===== src/rtl/ram_read_checker_rd_align_pipe.sv =====
// Delays each issued read address by the RAM read latency so it lines up with
// the q_b word that address produces.
module rd_align_pipe #(
  parameter int ADDR_W = 10,
  parameter int RD_LAT = 2
) (
  input  logic              clk,
  input  logic              rst_n,
  input  logic              in_valid,
  input  logic [ADDR_W-1:0] in_addr,
  output logic              out_valid,
  output logic [ADDR_W-1:0] out_addr
);

  logic [RD_LAT-1:0] valid_q;
  logic [ADDR_W-1:0] addr_q [RD_LAT];

  always_ff @(posedge clk or negedge rst_n) begin
    if (!rst_n) begin
      valid_q <= '0;
      addr_q  <= '{default: '0};
    end else begin
      valid_q[0] <= in_valid;
      addr_q[0]  <= in_addr;
      for (int i = 1; i < RD_LAT; i++) begin
        valid_q[i] <= valid_q[i-1];
        addr_q[i]  <= addr_q[i-1];
      end
    end
  end

  assign out_valid = valid_q[RD_LAT-1];
  assign out_addr  = addr_q[RD_LAT-1];

endmodule


===== config.mk =====
export PLATFORM = sky130hd
export DESIGN_NAME = rd_align_pipe
export DESIGN_NICKNAME = d
export VERILOG_FILES = /design/src/rtl/ram_read_checker_rd_align_pipe.sv
export SDC_FILE = /design/constraint.sdc
export NUM_CORES = 1
export LEC_CHECK = 0
export CELL_PAD_IN_SITES_DETAIL_PLACEMENT = 2
export CELL_PAD_IN_SITES_GLOBAL_PLACEMENT = 2
export CORE_UTILIZATION = 27
export CTS_CLUSTER_DIAMETER = 200
export DETAILED_ROUTE_END_ITERATION = 8
export GPL_ROUTABILITY_DRIVEN = 0
export PLACE_DENSITY = 0.74
export SYNTH_ARGS = -nofsm -noshare
export SYNTH_HDL_FRONTEND = slang
export SYNTH_SLANG_ARGS = --single-unit

===== constraint.sdc =====
create_clock -name clk -period 0.8 [get_ports clk]
set_input_delay 0.08 -clock clk [delete_from_list [all_inputs] [get_ports clk]]
set_output_delay 0.08 -clock clk [all_outputs]
set_load 0.02 [all_outputs]

==> impl_metrics.yaml <==
run_status:
  status: "finished with violations"
  violations: "negative setup slack"
route:
  drtPass1Iterations: 1
  met1Wirelength_um: 360
  vias: 264
  highest_layer: "met4"
  wl_met3_um: 26
  wl_per_cell_um: 11.15
  drtIter0Drc: 0
  drc: 0
  wl_um: 870
  wl_met2_um: 460
  antenna_left: 0
  detail_route.vias_per_cell: 3.385
placed_design:
  port_buffers: 23
  postPlaceCellArea_um2: 835.8
sta:
  hold_viol: 0
  hold_slack_ps: 106.8
  fin_skew_ps: 3.600
  period_share_pct: 113.5
  fin_setup_tns_ps: -1074
  period_minus_slack_ps: 907.8
  setup_viol: 11
  slew_headroom_pct: 92.32
  rsz0062_at_grt: "yes"
  drv_slew: 0
  tightest_slew_ps: 115.2
  setup_slack_ps: -107.8
  fmax_mhz: 1102
synth:
  syn_inst: 32
  synth_xor_area_share_pct: 0
  ys_types: 2
  synth_warnings: 0
  syn_area_per_cell_um2: 19.55
  synth-seq-cells: 22
  synth_area_um2: 625.6
  ys_seq_area_share_pct: 88.00
  synth_top_family_by_area: "buffers and inverters"
  synth_compound_area_share_pct: 0
  yosys.area_share.adder_pct: 0
  synthSimpleGateAreaFrac_pct: 0
  synth.area.mux_share_pct: 0
  syn_nets: 45
clocking:
  holdBufCountCts: 0
  tritoncts: "yes"
  cts_num_sinks: 22
  clk_path_buf_depth: 2
  htree_levels: 1
  cts_buffers: 3
  clk_pin_slew_ps: 110
  post_cts_resized: 66
  postCtsSetupRepairBufs: 0
  clockRootBuffer: "clkbuf_4"
  clk_latency_ps: 300
floorplanning:
  dieArea_um2: 2514
  fp.dieH_um: 50.14
  io_pins: 24
  die_w_um: 50.14
  row_count: 17
  core_area_um2: 2191
  start_util_pct: 28.56
final_layout:
  num-nets-final: 64
  n_antenna_cell: 0
  drive_gt1_share_pct: 32.00
  multi_input_area_um2: 0
  area_delta_synth_final_pct: 41.60
  finalInstanceArea_um2: 885.9
  multi_input_gates: 0
  nFillCells: 213
setup_path:
  critPathBufInv: 1
  crit_chain: "buf_6"
  worstSetupEndpointType: "primary output"
  path_max_fanout: 1
  start_kind: "flop"
  slowest_delay_ps: 400
  cp.arrival_ps: 830
  critPathRequiredTime_ps: 720
  critPathTopFamily: "flip-flops"
  critical_path_class: "reg -> out"
  crit_slowest_cell: "dfrtp_1"
global_routing:
  grt_pass1_vias: 302
  grt_pass1_wl_mm: 1.462
  grtUsageTotal_pct: 8.616
  antenna_found_initial: 0
  grt_overflow_total: 0
  grt_max_degree: 23
power:
  ir_drop_v: 0.001032
  power.density_nw_per_um2: 2204
  p_leak_nw: 0.4002
hold_path:
  hold_class: "in -> async"
job:
  cap_violations: 0
## registers in the layout, summed over array words and instances, names as in the netlist
name	count
addr_q	10
out_addr	10
valid_q	2
## metrics by stage
stage | setup slack (ps) | util, % | cells | total power, mW
floorplan | 238.4 | - | 32 | 1.275
global placement | -181.1 | 38.15 | 74 | 1.385
detailed placement | -219.9 | 38.15 | 74 | 1.393
CTS | -130.1 | 40.43 | 78 | 1.988
global route | -154.5 | 40.43 | 78 | 2.043
finish | -107.8 | 40.43 | 78 | 1.952
## cells in the mapped netlist, drive strengths merged
master | count | share of area (%)
buf | 10 | 12
dfrtp | 22 | 88
## where the power goes
group          internal, mW  leakage [nW]  switching [mW]
clock network         0.278        0.0210           0.297
logic                 0.113         0.123          0.0762
registers              1.17         0.256          0.0208
total                  1.56         0.400           0.394
## cells in the final DEF, fill, tap and decap left out, drive strengths merged
cell type,Yosys,layout
buf,10,12
clkbuf,0,4
clkdlybuf4s50,0,12
dfrtp,22,22
## worst paths after layout
kind                        startpoint           to  slack [ps]  cells past startpoint
max in group asynchronous        rst_n   addr_q[19]         560                      2
setup reg to reg            addr_q[19]  out_addr[9]         310                      0
hold reg to reg             addr_q[14]  out_addr[4]         360                      0
hold / removal                   rst_n  out_addr[3]         110                      2
setup / recovery           out_addr[7]  out_addr[7]        -110                      1
min in group clk            in_addr[6]   addr_q[16]         210                      1
## routing by layer
metal | GRT usage (%) | vias up
met5 | 0 | -
met4 | 8.571 | 0
met3 | 1.818 | 2
met2 | 12.67 | 12
met1 | 10.20 | 128
li1 | - | 122
## layout make-up
class | instances | area, µm² | share of cell area, %
flip-flops and latches | 22 | 550.5 | 62.15
well taps | 28 | 35.03 | 3.955
clock buffers | 4 | 36.28 | 4.096
repair buffers | 24 | 264.0 | 29.80
## cell families after synthesis
| logic type | Yosys count |
|---|---|
| buf+inv | 10 |
| flops | 22 |
Note: power is estimated with default switching activity, not from simulation.
